File: config.mk
export PLATFORM = sky130hd
export DESIGN_NAME = cpu_sequencer
export DESIGN_NICKNAME = d
export VERILOG_FILES = /design/src/rtl/cpu_sequencer_pkg.sv /design/src/rtl/cpu_sequencer_stall_watchdog.sv /design/src/rtl/cpu_sequencer.sv
export SDC_FILE = /design/constraint.sdc
export NUM_CORES = 1
export LEC_CHECK = 0
export ABC_AREA = 1
export CORE_MARGIN = 4
export CORE_UTILIZATION = 30
export DETAILED_ROUTE_END_ITERATION = 16
export PLACE_DENSITY = 0.65
export SYNTH_ARGS = -nofsm -noshare
export SYNTH_HDL_FRONTEND = slang
export SYNTH_SLANG_ARGS = --single-unit
File: constraint.sdc
create_clock -name clk -period 2.57 [get_ports clk]
set_clock_uncertainty 0.2 [all_clocks]
set_input_delay 0.257 -clock clk [delete_from_list [all_inputs] [get_ports clk]]
set_output_delay 0.257 -clock clk [all_outputs]
set_load 0.05 [all_outputs]
File: src/rtl/cpu_sequencer_pkg.sv
// Shared codes for the multicycle sequencer and the control decoder.
// FETCH/EXEC1/EXEC2 keep their original encodings. The new states use the unused codes.
package cpu_sequencer_pkg;

    typedef enum logic [2:0] {
        FETCH = 3'd0,
        EXEC1 = 3'd1,
        EXEC2 = 3'd2,
        IDLE  = 3'd3,
        HALT  = 3'd4,
        FAULT = 3'd5
    } state_t;

    localparam logic [31:0] HALT_ADDR_DEFAULT = 32'h0000_0000;
    localparam logic [31:0] RESET_VECTOR      = 32'hBFC0_0000;

    // Returns 1 for the states where the bus or the mul/div unit can hold the sequencer.
    function automatic logic is_exec_state(input state_t s);
        return (s == FETCH) || (s == EXEC1) || (s == EXEC2);
    endfunction

endpackage

File: src/rtl/cpu_sequencer_stall_watchdog.sv
// Counts consecutive stalled cycles. Trips when another stall arrives after WAIT_LIMIT
// stalled cycles have already been counted.
module cpu_sequencer_stall_watchdog #(
    parameter int WAIT_LIMIT = 1024
) (
    input  logic clk,
    input  logic reset,
    input  logic stall_i,
    input  logic clear_i,
    output logic trip_o
);

    localparam int CW = $clog2(WAIT_LIMIT + 1);
    localparam logic [CW-1:0] LIMIT = CW'(WAIT_LIMIT);

    logic [CW-1:0] cnt_q, cnt_d;

    assign trip_o = stall_i & (cnt_q == LIMIT);

    // NOTE: assign a default first so that every path writes cnt_d and no latch is inferred.
    always_comb begin
        cnt_d = cnt_q;
        if (clear_i || !stall_i)
            cnt_d = '0;
        else if (cnt_q != LIMIT)
            cnt_d = cnt_q + CW'(1);
    end

    // NOTE: sequential state uses non-blocking assignments so that all flops update together.
    always_ff @(posedge clk or posedge reset) begin
        if (reset)
            cnt_q <= '0;
        else
            cnt_q <= cnt_d;
    end

endmodule

File: src/rtl/cpu_sequencer.sv
// Multicycle FETCH -> EXEC1 -> EXEC2 sequencer. It holds on bus waitrequest and mul/div busy,
// detects a jump to HALT_ADDR, and drops into FAULT when the bus-stall watchdog trips.
module cpu_sequencer
    import cpu_sequencer_pkg::*;
#(
    parameter logic [31:0] HALT_ADDR  = HALT_ADDR_DEFAULT,
    parameter int          WAIT_LIMIT = 1024,
    parameter int          CNT_W      = 32
) (
    input  logic             clk,
    input  logic             reset,
    input  logic             waitrequest_i,
    input  logic             mem_access_i,
    input  logic             md_busy_i,
    input  logic [31:0]      pc_next_i,
    output state_t           state_o,
    output logic             stall_o,
    output logic             active_o,
    output logic             fault_o,
    output logic [CNT_W-1:0] instr_count_o
);

    state_t           state_q, state_d;
    logic             active_q, active_d;
    logic             fault_q, fault_d;
    logic [CNT_W-1:0] count_q, count_d;
    logic             stall;
    logic             trip;
    logic             wd_clear;

    // The stall term is kept in its own process so that the watchdog trip path has no loop.
    always_comb begin
        stall = 1'b0;
        if (is_exec_state(state_q))
            stall = (mem_access_i & waitrequest_i) | ((state_q == EXEC2) & md_busy_i);
    end

    assign wd_clear = (state_d != state_q);

    cpu_sequencer_stall_watchdog #(
        .WAIT_LIMIT (WAIT_LIMIT)
    ) u_watchdog (
        .clk     (clk),
        .reset   (reset),
        .stall_i (stall),
        .clear_i (wd_clear),
        .trip_o  (trip)
    );

    always_comb begin
        state_d  = state_q;
        active_d = active_q;
        fault_d  = fault_q;
        count_d  = count_q;
        unique case (state_q)
            IDLE: begin
                state_d  = FETCH;
                active_d = 1'b1;
            end
            FETCH, EXEC1, EXEC2: begin
                if (trip) begin
                    state_d  = FAULT;
                    fault_d  = 1'b1;
                    active_d = 1'b0;
                end else if (!stall) begin
                    if (state_q == FETCH) begin
                        state_d = EXEC1;
                    end else if (state_q == EXEC1) begin
                        state_d = EXEC2;
                    end else begin
                        count_d = count_q + CNT_W'(1);
                        if (pc_next_i == HALT_ADDR) begin
                            state_d  = HALT;
                            active_d = 1'b0;
                        end else begin
                            state_d = FETCH;
                        end
                    end
                end
            end
            HALT, FAULT: ;
            default: begin
                state_d  = FAULT;
                fault_d  = 1'b1;
                active_d = 1'b0;
            end
        endcase
    end

    always_ff @(posedge clk or posedge reset) begin
        if (reset) begin
            state_q  <= IDLE;
            active_q <= 1'b0;
            fault_q  <= 1'b0;
            count_q  <= '0;
        end else begin
            state_q  <= state_d;
            active_q <= active_d;
            fault_q  <= fault_d;
            count_q  <= count_d;
        end
    end

    assign state_o       = state_q;
    assign stall_o       = stall;
    assign active_o      = active_q;
    assign fault_o       = fault_q;
    assign instr_count_o = count_q;

endmodule
Word-level counts from Yosys, hierarchy flattened
Cells that the tools add are included.
{"block": "word_totals", "in_bits": 37, "register_bits": 48, "output_inout_bits": 38, "word_cells": 60}
{"block": "op_classes", "reduce_logical": 13, "bitwise_logic": 10, "eq_ne": 13, "n_addsub": 2, "n_mux": 17}
{"op": "32-bit by 1-bit adder with 32-bit output (second input constant)", "count": 1}
{"op": "32-bit logical NOT", "count": 1}
{"op": "11-bit 2-to-1 mux", "count": 2}
{"op": "3-bit 2-to-1 mux", "count": 5}
{"op": "3-bit inequality test (second input constant)", "count": 4}
{"op": "11-bit by 1-bit adder with 11-bit output (second input constant)", "count": 1}
{"op": "11-bit equality test (second input constant)", "count": 1}
{"op": "11-bit inequality test (second input constant)", "count": 1}
{"op": "5-bit AND reduction", "count": 2}
{"op": "3-bit case mux with 3 select lines", "count": 1}
{"op": "1-bit 2-to-1 mux", "count": 7}
{"op": "3-bit by 2-bit equality test with 1-bit output (second input constant)", "count": 2}
{"op": "3-bit equality test (second input constant)", "count": 2}
{"op": "1-bit inverter", "count": 6}
{"op": "3-bit OR reduction", "count": 2}
{"op": "1-bit AND", "count": 3}
{"op": "3-bit by 1-bit equality test with 1-bit output (second input constant)", "count": 1}
{"op": "3-bit logical NOT", "count": 1}
{"op": "1-bit logical OR", "count": 3}
{"op": "3-bit inequality test", "count": 1}
{"op": "1-bit case mux with 3 select lines", "count": 1}
{"op": "2-bit inequality test (second input constant)", "count": 1}
{"op": "1-bit case mux with 2 select lines", "count": 1}
{"op": "2-bit AND reduction", "count": 1}
{"op": "4 further kinds", "count": 4}

Logic depth before layout (Yosys ltp)
Gate-level depths: netlist of the first run.
{"block": "logic_depth", "word_depth": 10, "depth_mapped": 10, "depth_no_buf": 10}

Hierarchy
A second synthesis of the first run with hierarchy kept.
{"block": "unflattened", "hier_cells": 429, "area_unflattened_um2": 2990.4}
{"module": "cpu_sequencer", "area_per_inst_um2": 2342.2, "instances": 1, "cells_each": 339, "seq_area_each_um2": 928.4}
{"module": "cpu_sequencer_stall_watchdog", "area_per_inst_um2": 648.1, "instances": 1, "cells_each": 90, "seq_area_each_um2": 275.3}

Worst setup path before layout of the first run
OpenSTA, ideal clock, no wires.
{"block": "synth_timing", "kind": "register to register", "startpoint": "register state_q[1] (netlist: state_o[1])", "endpoint": "register u_watchdog.cnt_q[4]", "required_time_ns": 2.246, "arrival_time_ns": 1.694, "n_path_buf": 2, "period_less_slack_ns": 2.018, "path_stages_with_launch": 8, "path_slack_ns": 0.552, "setup_ns": 0.124, "path_cell_list": "dfstp_2 -> clkbuf_2 -> a21oi_1 -> nand2_1 -> clkinv_2 -> nand2_2 -> buf_6 -> nor3b_2"}
{"block": "synth_between", "elab_chain_cells": 10, "word_cells_on_any_way": 24, "cone_classes": "6 x eq/ne; 7 x mux; 3 x bitwise; 8 x reduce/logical"}
{"element": "start: declaration", "line": "cpu_sequencer.sv:23", "rtl": "state_t state_q, state_d;"}
{"element": "start signal: assignment", "line": "cpu_sequencer.sv:97", "rtl": "state_q <= state_d;"}
{"element": "3-bit by 2-bit equality test with 1-bit output (tied with other cells)", "line": "cpu_sequencer_pkg.sv:19, cpu_sequencer.sv:35"}
{"element": "1-bit AND or 1-bit logical OR (tied branches)", "line": "cpu_sequencer.sv:35, cpu_sequencer_pkg.sv:19"}
{"element": "1-bit OR or 1-bit logical OR (tied branches)", "line": "cpu_sequencer.sv:35, cpu_sequencer_pkg.sv:19"}
{"element": "1-bit 2-to-1 mux (*)", "line": "cpu_sequencer.sv:34", "rtl": "if (is_exec_state(state_q))"}
{"element": "named net stall_o", "line": "cpu_sequencer.sv:17", "rtl": "output logic stall_o,"}
{"element": "3-bit 2-to-1 mux or 1-bit AND (tied branches)", "line": "cpu_sequencer.sv:65, cpu_sequencer_stall_watchdog.sv:18"}
{"element": "3-bit 2-to-1 mux", "line": "cpu_sequencer.sv:61", "rtl": "if (trip) begin"}
{"element": "3-bit case mux with 3 select lines", "line": "cpu_sequencer.sv:55", "rtl": "unique case (state_q)"}
{"element": "3-bit inequality test", "line": "cpu_sequencer.sv:38", "rtl": "assign wd_clear = (state_d != state_q);"}
{"element": "1-bit logical OR (*)", "line": "cpu_sequencer_stall_watchdog.sv:23", "rtl": "if (clear_i || !stall_i)"}
{"element": "11-bit 2-to-1 mux or 2-bit nonzero test (tied branches)"}
{"element": "end signal: assignment", "line": "cpu_sequencer_stall_watchdog.sv:34", "rtl": "cnt_q <= cnt_d;"}
{"element": "end: declaration", "line": "cpu_sequencer_stall_watchdog.sv:16", "rtl": "logic [CW-1:0] cnt_q, cnt_d;"}
Mark *: on every way through the listed nets, which the timed path passes. The rest lies on a longest branch.
A chain may end at the register's enable or synchronous reset.

Worst setup path in the final report of the first run
{"block": "layout_timing", "startpoint": "register state_q[1] (netlist: state_o[1])", "endpoint": "output port state_o[1]"}
{"element": "end: declaration", "line": "cpu_sequencer.sv:16", "rtl": "output state_t state_o,"}
No word-level cell between the ends.

==> impl_metrics.json, run 1 <==
{
  "status": "finished, final reports clean",
  "grt_pass1_vias": 2801,
  "critical_path.max_fanout": 9,
  "crit_arrival_ns": 1.74,
  "powerDensity_nw_per_um2": 510,
  "synth_top_area_cell": "dfrtp_1",
  "synth_top_family_by_area": "simple AND/OR/NAND/NOR gates",
  "dp_cells": 617,
  "cts.path.max_buffers": 2,
  "stdcell_count": 624,
  "p_switching_mw": 0.762,
  "regToRegSetupSlack_ns": 0.71,
  "hp-class": "in -> async",
  "slew_headroom_pct": 63.5,
  "drive_gt1_share_pct": 6.46,
  "timing.critical_path.buf_inv": 1,
  "ant_nets": 0,
  "synth.yosys.seq_area_share_pct": 40.7,
  "ir_worst_vdd_mv": 0.319,
  "antenna_found_initial": 0,
  "syn_area_per_cell_um2": 7.11,
  "setup_viol": 0,
  "start_util_pct": 31.4,
  "synth_fa_ha_area_share_pct": 1.27,
  "synthFlopType": "dfrtp_1",
  "yosys.area_share.simple_pct": 41.4,
  "dp_slack_ns": 0.568,
  "synth-seq-cells": 48,
  "finalSetupTns_ns": 0,
  "cts_root_buffer": "clkbuf_8",
  "wirelength_um": 7580,
  "cap_violations": 0,
  "synth_top_area_share_pct": 38.9,
  "nets": 535,
  "io_pins": 75,
  "fin_total_pwr_mw": 2.00,
  "route.detailed.drc": 0,
  "cts_made_buffers": 5,
  "p_sw_share_pct": 38.0,
  "port_buffers": 74,
  "fp.coreArea_um2": 9420,
  "min_period_ns": 2.19,
  "worst_pin_slew_ns": 0.546,
  "seqPwrFrac_pct": 46.0,
  "internal-power_mw": 1.24,
  "cts_resized": 0,
  "finalMaxSlewViolations": 0,
  "leakage_nw": 1.68,
  "area_growth_pct": 32.7,
  "place.gp.congestion": 0.918,
  "cts_tree": "yes",
  "critPathLaunch": "state_o[1]",
  "diodes": 0,
  "crit_cells": 1,
  "hold_viol": 0,
  "synth.area.mux_share_pct": 0,
  "cp_cell_sequence": "clkdlybuf4s50_1",
  "die-height_um": 107,
  "required_ns": 2.11,
  "path_clk_slew_ns": 0.09,
  "mostFrequentLayoutCells": "137 x nand2_1, 75 x nor2_1, 73 x clkdlybuf4s50_1",
  "reg2reg_to": "instr_count_o[15]",
  "hpwl_um": 6050,
  "min_period_over_period_pct": 85.3,
  "synth-xor-area-share_pct": 7.70,
  "rr_startpoint": "state_o[2]",
  "final_common_cell": "nand2_1",
  "startpoint_type": "flop",
  "synth_cell_types": 31,
  "post_cts_buffers": 0,
  "synth_nets": 456,
  "dieArea_um2": 11500,
  "crit_path_end_kind": "output port",
  "dr.pass1.iters": 4,
  "viasPerCell": 4.57,
  "crit_type": "reg -> out",
  "grt_setup_unrepaired": "false",
  "cp_top_family": "buffers and inverters",
  "p_comb_share_pct": 32.6,
  "track_usage_pct": 13.7,
  "cts.sinks": 48,
  "synth-compound-area-share_pct": 2.37,
  "grt_start_max_net_pins": 24,
  "synth-edff-count": 0,
  "slowest_delay_ns": 0.83,
  "clock_latency_ns": 0.30,
  "hold_buffers": 0,
  "clock.fmax_ghz": 0.456,
  "die_x_um": 107,
  "drt_iter0_markers": 103,
  "synth_area_um2": 2960,
  "synth_cells": 416,
  "grt_pass1_wl_um": 13000,
  "wl_per_cell_um": 12.2,
  "yosysWarnings": 0,
  "via_count": 2850,
  "synthTopCellsByArea": "dfrtp_1 39%, nand2_1 17%, nor2_1 9.5%",
  "num_rows": 35,
  "synthArstFlopShare_pct": 100,
  "cts_htree_levels": 2,
  "crit_path_top_delay_cell": "clkdlybuf4s50_1",
  "crit_end": "state_o[1]",
  "setup_ws_ns": 0.378,
  "overflow": 0,
  "rr_worst_depth": 6,
  "clkPwrFrac_pct": 21.4
}
-- cell type report --
type,instances,area [um2]
sequential,48,1200
fill,990,5490
timing repair buffer,78,768
clock buffer,6,72.6
clock inverter,1,5.00
multi-input combinational,321,1560
inverter,41,155
tap,129,161
-- through the flow --
stage | area (um2) | hold WS, ns | utilization [%]
floorplan | 2960 | 0.230 | -
global placement | 3850 | 0.249 | 40.9
detailed placement | 3850 | 0.256 | 40.9
CTS | 3930 | 0.117 | 41.7
global route | 3930 | 0.152 | 41.7
finish | 3930 | 0.0998 | 41.7
-- logic make-up after synthesis --
| group | Yosys count |
|---|---|
| AO/OA/AOI/OAI | 13 |
| buffers and inverters | 47 |
| flip-flops | 48 |
| AND/OR/NAND/NOR | 279 |
| adder cells (fa/ha/maj) | 3 |
| XOR/XNOR | 26 |
-- how the worst min path moves through the flow --
stage                   startpoint             endpoint  slack, ns
3_3_place_gp   u_watchdog.cnt_q[0]  u_watchdog.cnt_q[0]       0.25
2_1_floorplan  u_watchdog.cnt_q[0]  u_watchdog.cnt_q[0]       0.23
5_1_grt                      reset    instr_count_o[14]       0.15
6_report                     reset    instr_count_o[10]        0.1
4_1_cts                      reset    instr_count_o[14]       0.12
3_5_place_dp   u_watchdog.cnt_q[0]  u_watchdog.cnt_q[0]       0.26
-- per-layer routing --
layer	global-route usage, %	share of wire [%]
met2	22.7	45
met5	0	0
met1	17.8	47
met4	3.47	1.1
met3	3.54	7.1
-- state kept, by name, indices dropped and copies added (netlist names) --
| register | cells |
|---|---|
| instr_count_o | 32 |
| fault_o | 1 |
| u_watchdog.cnt_q | 11 |
| state_o | 3 |
| active_o | 1 |
-- power by group through the flow --
stage                     Clock [mW]  Combinational [mW]  Sequential [mW]
final                          0.428               0.653            0.922
after CTS                      0.449               0.661            0.923
after global routing           0.480               0.714            0.938
after floorplan                    0               0.267             1.09
after global placement             0               0.653            0.933
after detailed placement           0               0.658            0.937
-- synth_stat cells (2+ instances only) --
cell type	number
ha_1	3
nand2_1	137
nand3_1	19
dfstp_2	2
nor3_1	10
nor3_2	4
nand3b_1	8
nand2_2	4
xnor2_1	8
nor2_1	75
inv_1	40
xor2_1	18
buf_4	2
dfrtp_1	46
a21oi_1	6
nor2_2	5
nand4_1	11
o21ai_0	5
No activity file was read; power rests on OpenSTA's default activity.
==> run 2: changes to the inputs <==
--- a/config.mk
+++ b/config.mk
@@ -7,9 +7,9 @@
 export LEC_CHECK = 0
 export ABC_AREA = 1
 export CORE_MARGIN = 4
-export CORE_UTILIZATION = 30
+export CORE_UTILIZATION = 49
 export DETAILED_ROUTE_END_ITERATION = 16
-export PLACE_DENSITY = 0.65
+export PLACE_DENSITY = 0.92
 export SYNTH_ARGS = -nofsm -noshare
 export SYNTH_HDL_FRONTEND = slang
 export SYNTH_SLANG_ARGS = --single-unit
==> impl_metrics.json, run 2 (synthesized netlist as in run 1, its figures left out) <==
{
  "hold_buffers": 0,
  "min_period_over_period_pct": 86.2,
  "antenna_found_initial": 0,
  "die_x_um": 85.7,
  "grt_setup_unrepaired": "false",
  "timing.critical_path.buf_inv": 1,
  "cts_made_buffers": 5,
  "drive_gt1_share_pct": 6.26,
  "timing.hold.ws_ns": 0.221,
  "cts_root_buffer": "clkbuf_8",
  "grt_start_max_net_pins": 49,
  "start_util_pct": 50.3,
  "viasPerCell": 5.22,
  "cp_top_family": "buffers and inverters",
  "status": "finished, final reports clean",
  "leakage_nw": 1.68,
  "fin_util_pct": 65.5,
  "setup_viol": 0,
  "io_pins": 75,
  "nets": 534,
  "place.gp.congestion": 0.942,
  "die-height_um": 85.7,
  "cp_cell_sequence": "clkdlybuf4s50_1",
  "drt_iter0_markers": 232,
  "cts.sinks": 48,
  "finalMaxSlewViolations": 0,
  "crit_path_end_kind": "output port",
  "crit_type": "reg -> out",
  "path_clk_slew_ns": 0.09,
  "post_cts_buffers": 0,
  "hpwl_um": 5820,
  "critPathLaunch": "state_o[1]",
  "dieArea_um2": 7350,
  "finalSetupTns_ns": 0,
  "route.detailed.drc": 0,
  "ir_worst_vdd_mv": 0.469,
  "crit_path_top_delay_cell": "clkdlybuf4s50_1",
  "clock_latency_ns": 0.31,
  "hp-class": "in -> async",
  "num_rows": 28,
  "grt_pass1_vias": 2950,
  "largest_reg_flops": 32,
  "required_ns": 2.11,
  "slew_headroom_pct": 60.6,
  "cts_htree_levels": 2,
  "overflow": 0,
  "worst_pin_slew_ns": 0.590,
  "min_period_ns": 2.22,
  "critical_path.max_fanout": 9,
  "dr.pass1.iters": 8,
  "diodes": 0,
  "fp.coreArea_um2": 5890,
  "cts_tree": "yes",
  "track_usage_pct": 22.1,
  "slowest_delay_ns": 0.83,
  "mostFrequentLayoutCells": "137 x nand2_1, 75 x nor2_1, 73 x clkdlybuf4s50_1",
  "cts_resized": 0,
  "nFillCells": 502,
  "port_buffers": 74,
  "ant_nets": 0,
  "via_count": 2975,
  "rr_startpoint": "instr_count_o[1]",
  "grt_pass1_wl_um": 13100,
  "wirelength_um": 7620,
  "startpoint_type": "flop",
  "clock.fmax_ghz": 0.451,
  "cts.path.max_buffers": 2,
  "final_common_cell": "nand2_1",
  "crit_arrival_ns": 1.76,
  "area_growth_pct": 30.3,
  "powerDensity_nw_per_um2": 524,
  "hold_viol": 0,
  "cap_violations": 0,
  "wl_per_cell_um": 13.4
}
## run 2: path summary, 6_finish.rpt
| check | endpoint | slack (ns) | cells after the start |
|---|---|---|---|
| max in group asynchronous | instr_count_o[21] | 1.55 | 3 |
| worst max-delay path | state_o[1] | 0.35 | 1 |
| min in group clk | u_watchdog.cnt_q[0] | 0.27 | 1 |
| worst max register to register | instr_count_o[30] | 0.68 | 10 |
| worst min register to register | u_watchdog.cnt_q[0] | 0.27 | 1 |
| worst min-delay path | instr_count_o[27] | 0.22 | 3 |
## run 2: cell type report
| cell class | instances | area, um2 | share of cell area [%] |
|---|---|---|---|
| Clock buffer | 7 | 76.3 | 1.98 |
| Clock inverter | 1 | 5.00 | 0.130 |
| Inverter | 41 | 155 | 4.02 |
| Multi-Input combinational cell | 321 | 1560 | 40.5 |
| Sequential cell | 48 | 1200 | 31.2 |
| Tap cell | 75 | 93.8 | 2.43 |
| Timing Repair Buffer | 77 | 761 | 19.7 |
## run 2: metal layers
layer | part of all wire [%] | vias up | track usage (%)
met5 | 0 | - | 0
met2 | 48 | 134 | 37.7
met3 | 7.6 | 16 | 4.61
li1 | - | 1456 | -
met1 | 42 | 1369 | 27.9
met4 | 2.0 | 0 | 7.05
## run 2: metrics by stage
step,power [mW],area [um2],cells,worst slack [ns]
finish,2.02,3850,570,0.354
global placement,1.58,3770,562,0.678
floorplan,1.36,2960,416,0.552
CTS,2.03,3850,570,0.349
global route,2.13,3850,570,0.313
detailed placement,1.59,3770,562,0.635
## run 2: power breakdown
group	switching, mW	internal (mW)
sequential	0.0960	0.827
combinational	0.426	0.231
clock	0.250	0.191
total	0.772	1.25
